==> config.mk <==
export PLATFORM = sky130hd
export DESIGN_NAME = rv32_decode_stage
export DESIGN_NICKNAME = d
export VERILOG_FILES = /design/src/rtl/rv32_pkg.sv /design/src/rtl/rv32_imm_gen.sv /design/src/rtl/rv32_decode_stage.sv
export SDC_FILE = /design/constraint.sdc
export NUM_CORES = 1
export LEC_CHECK = 0
export ABC_AREA = 1
export BUFFER_PORTS_ARGS = -buffer_cell sky130_fd_sc_hd__buf_2
export CORE_ASPECT_RATIO = 1.4
export CORE_MARGIN = 2
export CORE_UTILIZATION = 44
export CTS_CLUSTER_DIAMETER = 200
export CTS_CLUSTER_SIZE = 24
export DETAILED_ROUTE_END_ITERATION = 10
export PLACE_DENSITY = 0.83
export SLEW_MARGIN = 30
export SYNTH_ARGS = -nofsm -noshare
export SYNTH_HDL_FRONTEND = slang
export SYNTH_SLANG_ARGS = --single-unit
==> constraint.sdc <==
create_clock -name clk -period 2.1 [get_ports clk]
set_clock_uncertainty 0.2 [all_clocks]
set_input_delay 0.42 -clock clk [delete_from_list [all_inputs] [get_ports clk]]
set_output_delay 0.42 -clock clk [all_outputs]
set_load 0.02 [all_outputs]
==> src/rtl/rv32_pkg.sv <==
// rv32_pkg: shared RV32I opcodes, ALU op codes, operand selects and decode types
package rv32_pkg;
  localparam logic [6:0] OPC_OP     = 7'b0110011;
  localparam logic [6:0] OPC_OP_IMM = 7'b0010011;
  localparam logic [6:0] OPC_LOAD   = 7'b0000011;
  localparam logic [6:0] OPC_STORE  = 7'b0100011;
  localparam logic [6:0] OPC_BRANCH = 7'b1100011;
  localparam logic [6:0] OPC_LUI    = 7'b0110111;
  localparam logic [6:0] OPC_AUIPC  = 7'b0010111;
  localparam logic [6:0] OPC_JAL    = 7'b1101111;
  localparam logic [6:0] OPC_JALR   = 7'b1100111;
  localparam logic [3:0] ALU_AND  = 4'b0000;
  localparam logic [3:0] ALU_OR   = 4'b0001;
  localparam logic [3:0] ALU_XOR  = 4'b0010;
  localparam logic [3:0] ALU_ADD  = 4'b0011;
  localparam logic [3:0] ALU_SUB  = 4'b0100;
  localparam logic [3:0] ALU_SLL  = 4'b0101;
  localparam logic [3:0] ALU_SRL  = 4'b0110;
  localparam logic [3:0] ALU_SRA  = 4'b0111;
  localparam logic [3:0] ALU_SLT  = 4'b1000;
  localparam logic [3:0] ALU_SLTU = 4'b1001;
  localparam logic [3:0] ALU_BEQ  = 4'b1010;
  localparam logic [3:0] ALU_BNE  = 4'b1011;
  localparam logic [1:0] SRC_A_RS1  = 2'd0;
  localparam logic [1:0] SRC_A_PC   = 2'd1;
  localparam logic [1:0] SRC_A_ZERO = 2'd2;
  typedef enum logic [2:0] {IMM_NONE, IMM_I, IMM_S, IMM_B, IMM_U, IMM_J} imm_t;
  typedef struct packed {
    logic [3:0] alu;
    logic [1:0] src_a_sel;
    logic       src_b_imm;
    logic       reg_write;
    logic       mem_read;
    logic       mem_write;
    logic       branch;
    logic       branch_invert;
    logic       jump;
    logic       link;
    logic       illegal;
  } ctrl_t;
  localparam ctrl_t CTRL_ILLEGAL = '{alu: ALU_ADD, illegal: 1'b1, default: '0};
  function automatic logic [3:0] alu_of(input logic [2:0] f3, input logic alt);
    return f3 == 3'b000 ? (alt ? ALU_SUB : ALU_ADD) :
           f3 == 3'b001 ? ALU_SLL :
           f3 == 3'b010 ? ALU_SLT :
           f3 == 3'b011 ? ALU_SLTU :
           f3 == 3'b100 ? ALU_XOR :
           f3 == 3'b101 ? (alt ? ALU_SRA : ALU_SRL) :
           f3 == 3'b110 ? ALU_OR : ALU_AND;
  endfunction
endpackage

==> src/rtl/rv32_imm_gen.sv <==
// rv32_imm_gen: builds the sign-extended RV32I immediate for a given format
module rv32_imm_gen
  import rv32_pkg::*;
(
  input  logic [31:0] instr,
  input  imm_t        imm_type,
  output logic [31:0] imm
);
  logic s;
  assign s = instr[31];
  always_comb begin
    imm = imm_type == IMM_I ? {{21{s}}, instr[30:20]} :
          imm_type == IMM_S ? {{21{s}}, instr[30:25], instr[11:7]} :
          imm_type == IMM_B ? {{20{s}}, instr[7], instr[30:25], instr[11:8], 1'b0} :
          imm_type == IMM_U ? {instr[31:12], 12'b0} :
          imm_type == IMM_J ? {{12{s}}, instr[19:12], instr[20], instr[30:21], 1'b0} :
          32'b0;
  end
endmodule

==> src/rtl/rv32_decode_stage.sv <==
// rv32_decode_stage: RV32I decoder with a single-entry valid/ready output register
module rv32_decode_stage
  import rv32_pkg::*;
#(
  parameter int              XLEN     = 32,
  parameter logic [XLEN-1:0] RESET_PC = '0
) (
  input  logic            clk,
  input  logic            rst,
  input  logic            in_valid,
  output logic            in_ready,
  input  logic [31:0]     in_instr,
  input  logic [XLEN-1:0] in_pc,
  input  logic            flush,
  output logic            out_valid,
  input  logic            out_ready,
  output logic [XLEN-1:0] out_pc,
  output logic [3:0]      out_alu_control,
  output logic [XLEN-1:0] out_imm,
  output logic [4:0]      out_rs1,
  output logic [4:0]      out_rs2,
  output logic [4:0]      out_rd,
  output logic [1:0]      out_src_a_sel,
  output logic            out_src_b_imm,
  output logic            out_reg_write,
  output logic            out_mem_read,
  output logic            out_mem_write,
  output logic            out_branch,
  output logic            out_branch_invert,
  output logic            out_jump,
  output logic            out_link,
  output logic            out_illegal
);
  logic [6:0] opc, f7;
  logic [2:0] f3;
  logic       accept;
  ctrl_t      c, d, q;
  imm_t       it, imm_type;
  logic [31:0] imm;
  assign opc = in_instr[6:0];
  assign f3 = in_instr[14:12];
  assign f7 = in_instr[31:25];
  assign in_ready = !out_valid || out_ready;
  assign accept = in_valid && in_ready && !flush;
  always_comb begin
    c = '0;
    c.alu = ALU_ADD;
    it = IMM_NONE;
    case (opc)
      OPC_OP: begin
        c.alu = alu_of(f3, f7[5]);
        c.reg_write = 1'b1;
        c.illegal = !(f7 == 7'h00 || (f7 == 7'h20 && (f3 == 3'b000 || f3 == 3'b101)));
      end
      OPC_OP_IMM: begin
        c.alu = alu_of(f3, f3 == 3'b101 && f7[5]);
        c.src_b_imm = 1'b1;
        c.reg_write = 1'b1;
        it = IMM_I;
        c.illegal = (f3 == 3'b001 && f7 != 7'h00) || (f3 == 3'b101 && f7 != 7'h00 && f7 != 7'h20);
      end
      OPC_LOAD: begin
        c.src_b_imm = 1'b1;
        c.mem_read = 1'b1;
        c.reg_write = 1'b1;
        it = IMM_I;
        c.illegal = f3 == 3'b011 || f3[2:1] == 2'b11;
      end
      OPC_STORE: begin
        c.src_b_imm = 1'b1;
        c.mem_write = 1'b1;
        it = IMM_S;
        c.illegal = f3[2] || f3 == 3'b011;
      end
      OPC_BRANCH: begin
        c.alu = f3[2] ? (f3[1] ? ALU_SLTU : ALU_SLT) : (f3[0] ? ALU_BNE : ALU_BEQ);
        c.branch = 1'b1;
        c.branch_invert = f3[2] && f3[0];
        it = IMM_B;
        c.illegal = f3[2:1] == 2'b01;
      end
      OPC_LUI: begin
        c.src_a_sel = SRC_A_ZERO;
        c.src_b_imm = 1'b1;
        c.reg_write = 1'b1;
        it = IMM_U;
      end
      OPC_AUIPC: begin
        c.src_a_sel = SRC_A_PC;
        c.src_b_imm = 1'b1;
        c.reg_write = 1'b1;
        it = IMM_U;
      end
      OPC_JAL: begin
        c.src_a_sel = SRC_A_PC;
        c.src_b_imm = 1'b1;
        c.jump = 1'b1;
        c.link = 1'b1;
        c.reg_write = 1'b1;
        it = IMM_J;
      end
      OPC_JALR: begin
        c.src_b_imm = 1'b1;
        c.jump = 1'b1;
        c.link = 1'b1;
        c.reg_write = 1'b1;
        it = IMM_I;
        c.illegal = f3 != 3'b000;
      end
      default: c.illegal = 1'b1;
    endcase
    d = c.illegal ? CTRL_ILLEGAL : c;
    imm_type = c.illegal ? IMM_NONE : it;
  end
  rv32_imm_gen u_imm (.instr(in_instr), .imm_type(imm_type), .imm(imm));
  always_ff @(posedge clk) begin
    if (rst) begin
      out_valid <= 1'b0;
      out_pc <= RESET_PC;
      out_imm <= '0;
      out_rs1 <= '0;
      out_rs2 <= '0;
      out_rd <= '0;
      q <= '0;
    end else if (flush) begin
      out_valid <= 1'b0;
      q <= '{alu: q.alu, src_a_sel: q.src_a_sel, src_b_imm: q.src_b_imm, default: 1'b0};
    end else if (accept) begin
      out_valid <= 1'b1;
      out_pc <= in_pc;
      out_imm <= imm;
      out_rs1 <= in_instr[19:15];
      out_rs2 <= in_instr[24:20];
      out_rd <= in_instr[11:7];
      q <= d;
    end else if (out_ready) begin
      out_valid <= 1'b0;
    end
  end
  assign out_alu_control = q.alu;
  assign out_src_a_sel = q.src_a_sel;
  assign out_src_b_imm = q.src_b_imm;
  assign out_reg_write = q.reg_write;
  assign out_mem_read = q.mem_read;
  assign out_mem_write = q.mem_write;
  assign out_branch = q.branch;
  assign out_branch_invert = q.branch_invert;
  assign out_jump = q.jump;
  assign out_link = q.link;
  assign out_illegal = q.illegal;
endmodule

Word-level counts from Yosys, hierarchy flattened
Cells that the tools add are included.
W data, S select, Z words.
Storage, ports and cells
  register bits: 95
  output and inout port bits: 96
  word-level logic and storage cells: 112
Operators by class
  equality and inequality tests: 24
  mux-type cells: 39
  bitwise logic cells: 1
  reductions and logical operators: 31
Operators by type and width (count)
  $mux W32: 5
  $mux W4: 10
  $eq A7 B6 Y1 const B: 4
  $eq A7 B7 Y1 const B: 3
  $eq A3 B3 Y1 const B: 5
  $mux W15: 1
  $mux W3: 5
  $pmux W3 S5: 1
  $eq A7 B5 Y1 const B: 2
  $reduce_or A7 Y1: 2
  $eq A3 B2 Y1 const B: 4
  $pmux W4 S3: 1
  $mux W1: 11
  $logic_and A1 B1 Y1: 8
  $reduce_or A2 Y1: 4
  $eq A7 B2 Y1 const B: 1
  $logic_not A7 Y1: 1
  $ne A7 B6 Y1 const B: 1
  $pmux W1 S7: 1
  $reduce_bool A7 Y1: 1
  $eq A3 B1 Y1 const B: 2
  $logic_or A1 B1 Y1: 6
  $mux W2: 3
  $reduce_or A3 Y1: 2
  other kinds (9): 11

Logic depth before layout (Yosys ltp)
  depth in word-level cells: 13
  gate-level depth with buffers: 17

Hierarchy
From an unflattened synthesis, not the netlist that was laid out.
Second synthesis, totals
  cells, all modules: 613
  area total of the unflattened synthesis: 4132.7 um^2
By module, submodules not included
  rv32_decode_stage: times used 1, cells each 514, area each 3686.0 um^2, seq. area each 1881.8 um^2
  rv32_imm_gen: times used 1, cells each 99, area each 446.7 um^2, seq. area each 0.0 um^2

Least setup slack after synthesis
Ideal clock, no wire load.
  path type: input port to flip-flop
  start point: input in_instr[1]
  end point: register out_imm[16]
  arrival time: 1.796 ns
  setup slack: -0.005 ns
  stages: 17
  path buffers: 0
  cell sequence: nand2_2 > inv_1 > nand2_1 > nor2_1 > nand2_1 > nand2_1 > inv_1 > nand2_1 > nor2_2 > nand2_2 > inv_4 > nand2_2 > nand2_4 > nand3_2 > nand3_1 > nand2_1 > inv_1
On the way
  longest elaborated chain between the ends: 10
  elaborated cells on any way between the ends: 25
  those cells by class: eq/ne (14); mux (8); reduce/logical (3)
RTL lines
  start: declaration: RTL line rv32_decode_stage.sv:12  | input logic [31:0] in_instr,
  $eq A7 B7 Y1 (tied with other cells): RTL line rv32_decode_stage.sv:49  | case (opc)
  $reduce_or A3 Y1 (no line) / $reduce_or A2 Y1 (equally long branches)
  $pmux W1 S7 / $pmux W3 S5 (equally long branches): RTL line rv32_decode_stage.sv:49
  $mux W3 *: RTL line rv32_decode_stage.sv:113  | imm_type = c.illegal ? IMM_NONE : it;
  $eq A3 B3 Y1: RTL line rv32_imm_gen.sv:16  | imm_type == IMM_J ? {{12{s}}, instr[19:12], instr[20], instr[30:21], 1'b0} :
  $mux W32: RTL line rv32_imm_gen.sv:16
  $mux W32: RTL line rv32_imm_gen.sv:15  | imm_type == IMM_U ? {instr[31:12], 12'b0} :
  $mux W32: RTL line rv32_imm_gen.sv:14  | imm_type == IMM_B ? {{20{s}}, instr[7], instr[30:25], instr[11:8], 1'b0} :
  $mux W32: RTL line rv32_imm_gen.sv:13  | imm_type == IMM_S ? {{21{s}}, instr[30:25], instr[11:7]} :
  $mux W32 *: RTL line rv32_imm_gen.sv:12  | imm = imm_type == IMM_I ? {{21{s}}, instr[30:20]} :
  end signal: assignment: RTL line rv32_decode_stage.sv:131  | out_imm <= imm;
  end: declaration: RTL line rv32_decode_stage.sv:19  | output logic [XLEN-1:0] out_imm,
Every way passes the cells marked *; elsewhere a longest branch is shown, timed or not.
A chain may end at the register's enable or synchronous reset.

Worst setup path in the final report
  start point: input in_instr[4]
  end point: register out_imm[4]
The elaborated chain is that of the path after synthesis.

==> metrics.yaml <==
yosys_warnings: 0
start_kind: "input pin"
numCtsBuffers: 9
grt_pass1_vias: 4282
worstPathArrival_ps: 2080
cp_max_fo: 5
hold_class: "in -> reg"
synthCells: 582
pre_cts_ws_ps: -341
die_area_um2: 10200
drt-total-wl_mm: 13.1
dpl_cell_area_um2: 5340
cts_sinks: 94
critPathRequiredTime_ps: 2190
setup_ws_ps: 111
rows: 41
gp_congestion: 0.920
dieHeight_um: 119
ir_drop_mv: 0.627
cts-root-buf: "clkbuf_16"
clk_pin_slew_worst_paths_ps: 70
drtIter0Drc: 306
syn-num-nets: 651
yosysTopAreaCell: "dfxtp_1"
diodes: 0
final_nets: 847
worst_pin_slew_ps: 348
synth_area_leaders: "dfxtp_1 45%, nand2_1 16%, a21oi_1 11%"
status: "finished clean"
setup_viol: 0
drive_gt1_share_pct: 36.3
hold_buffers: 0
postRouteAntennaNets: 0
drc: 0
max_freq_mhz: 503
synth_top_area_share_pct: 45.4
ys_ff_latch: 94
maxCapViolations: 0
fp.dieW_um: 86.0
cts_tree: "yes"
relSlewSlack_pct: 76.4
initial_core_util_pct: 45.6
clk_latency_ps: 340
power_density_nw_per_um2: 686
coreArea_um2: 9080
viasPerCell: 5.23
ios: 165
htreeDepth: 3
synth_area_um2: 4140
setup_tns_ps: 0
grt_pass1_wl_mm: 20.3
num_vias: 4654
finalCriticalPeriod_ps: 1990
leakage_nw: 2.89
hpwlAfterDp_mm: 9.51
grt_max_degree: 83
dr.pass1.iters: 5
clock_path_buffers: 2
wl_per_cell_um: 14.7
ys_seq_area_share_pct: 45.4
hold_violations: 0
groute.usage.overall_pct: 24.9
finalInstanceArea_um2: 5870
areaGrowthSynthToFinish_pct: 41.7
avgSynthCellArea_um2: 7.12
crit_type: "in -> reg"
timing.final.crit_share_pct: 94.7
cp-end-kind: "flop"
gr-total-overflow: 0
antenna_found_initial: 0
synthDistinctLibCells: 37
port_buffers: 164
slew_violations: 0
total_power_mw: 4.03
## cell families (layout without fill, tap and decap cells)
logic type,Yosys count,count (layout),share of synthesized area [%]
and+or+nand+nor,276,278,29.3
AOI/OAI and AO/OA,134,134,18.1
DFF,94,94,45.4
buffers and inverters,78,277,7.25
## routing by layer
layer	routed length, um	share of wire, %	global-route usage (%)
met1	5080	39	28.7
met2	6750	52	44.0
met3	925	7.1	5.20
met4	336	2.6	10.1
met5	0	0	0
## stage by stage
step           hold WS, ps  instances  util [%]
6_report               115        890      64.7
5_1_grt                110        890      64.7
4_1_cts                110        880      62.1
3_5_place_dp           252        864      58.8
3_3_place_gp           248        864      58.8
2_1_floorplan          345        582         -
## synth_stat cells
| cell type | count |
|---|---|
| o2111ai_1 | 1 |
| nor2_4 | 3 |
| dfxtp_1 | 94 |
| a21boi_1 | 1 |
| a21oi_2 | 1 |
| a211oi_1 | 2 |
| o21bai_1 | 2 |
| buf_1 | 2 |
| buf_2 | 1 |
| or2_1 | 1 |
| nand2_1 | 178 |
| o21ai_0 | 10 |
| nand2_4 | 1 |
| inv_4 | 1 |
| a2bb2oi_1 | 3 |
| o311ai_0 | 1 |
| o31ai_1 | 1 |
| inv_2 | 5 |
| inv_1 | 39 |
| a31oi_1 | 2 |
| a21oi_1 | 93 |
| nor3_1 | 2 |
| nand2_2 | 5 |
| nand3_2 | 6 |
| nor2_1 | 35 |
| nand3_1 | 34 |
| o211ai_1 | 3 |
| clkbuf_1 | 29 |
| o21ai_1 | 1 |
| nor3_4 | 1 |
| o22ai_1 | 1 |
| nand3_4 | 1 |
| o21a_1 | 11 |
| buf_4 | 1 |
| nor2_2 | 3 |
| nand4_1 | 6 |
| a22oi_1 | 1 |
## worst max-delay path, cell delays in order
cell      delay, ps
clkbuf_4        150
inv_4            70
nand3_4          90
nor3_4          290
nor2_4           70
nand3_1          90
nand2_1          70
inv_2           110
nand3_4         110
nor2_4          230
buf_6           140
nand2_1          40
nand3_1          60
o211ai_1         90
inv_1            60
## timing repair
action / in CTS / in global routing
buffers inserted: 0 / 8
resized for setup: 0 / 45
setup endpoints to repair: 0 / 35
## final timing paths
kind / startpoint / to / slack [ps] / depth (start not counted)
worst max-delay path: in_instr[4] / out_imm[4]$_SDFFE_PP0P_ / 110 / 15
worst min-delay path: in_pc[24] / out_pc[24]$_SDFFE_PP0P_ / 110 / 3
worst max register to register: out_valid$_SDFFE_PP0P_ / out_imm[15]$_SDFFE_PP0P_ / 340 / 7
worst min register to register: out_rd[4]$_SDFFE_PP0P_ / out_rd[4]$_SDFFE_PP0P_ / 260 / 2
## area by class of cell
cell class / count / area [um^2]
Fill cell: 794 / 3210
Tap cell: 107 / 134
Timing Repair Buffer: 216 / 1250
Inverter: 45 / 179
Sequential cell: 94 / 1880
Clock inverter: 6 / 55.1
Multi-Input combinational cell: 412 / 2130
Clock buffer: 10 / 239
## sequential cells by signal, indices dropped and copies added, names as in the netlist
name,count
out_src_b_imm,1
out_branch_invert,1
out_imm,32
out_jump,1
out_src_a_sel,2
out_mem_read,1
out_rs1,5
out_alu_control,4
out_valid,1
out_reg_write,1
out_illegal,1
out_rd,5
out_rs2,5
out_pc,32
out_mem_write,1
out_branch,1
## cell usage in the layout, fill, tap and decap left out, types with 2 or more instances in the layout
cell type,instances
a211oi_1,2
a21oi_1,90
a21oi_2,3
a2bb2oi_1,3
a31oi_1,2
buf_12,2
buf_2,161
buf_4,49
buf_6,3
clkbuf_16,9
clkinv_4,2
clkinvlp_4,2
dfxtp_1,94
inv_1,38
inv_2,3
inv_4,4
inv_8,2
nand2_1,173
nand2_2,6
nand2_4,5
nand3_1,30
nand3_2,7
nand3_4,5
nand4_1,6
nor2_1,27
nor2_2,8
nor2_4,7
o211ai_1,3
o21a_1,11
o21ai_0,10
o21bai_1,2
## power by group
group | internal [mW] | switching [mW]
Combinational | 0.209 | 0.355
Sequential | 1.85 | 0.0347
Clock | 0.855 | 0.728
Note: power is estimated with default switching activity, not from simulation.
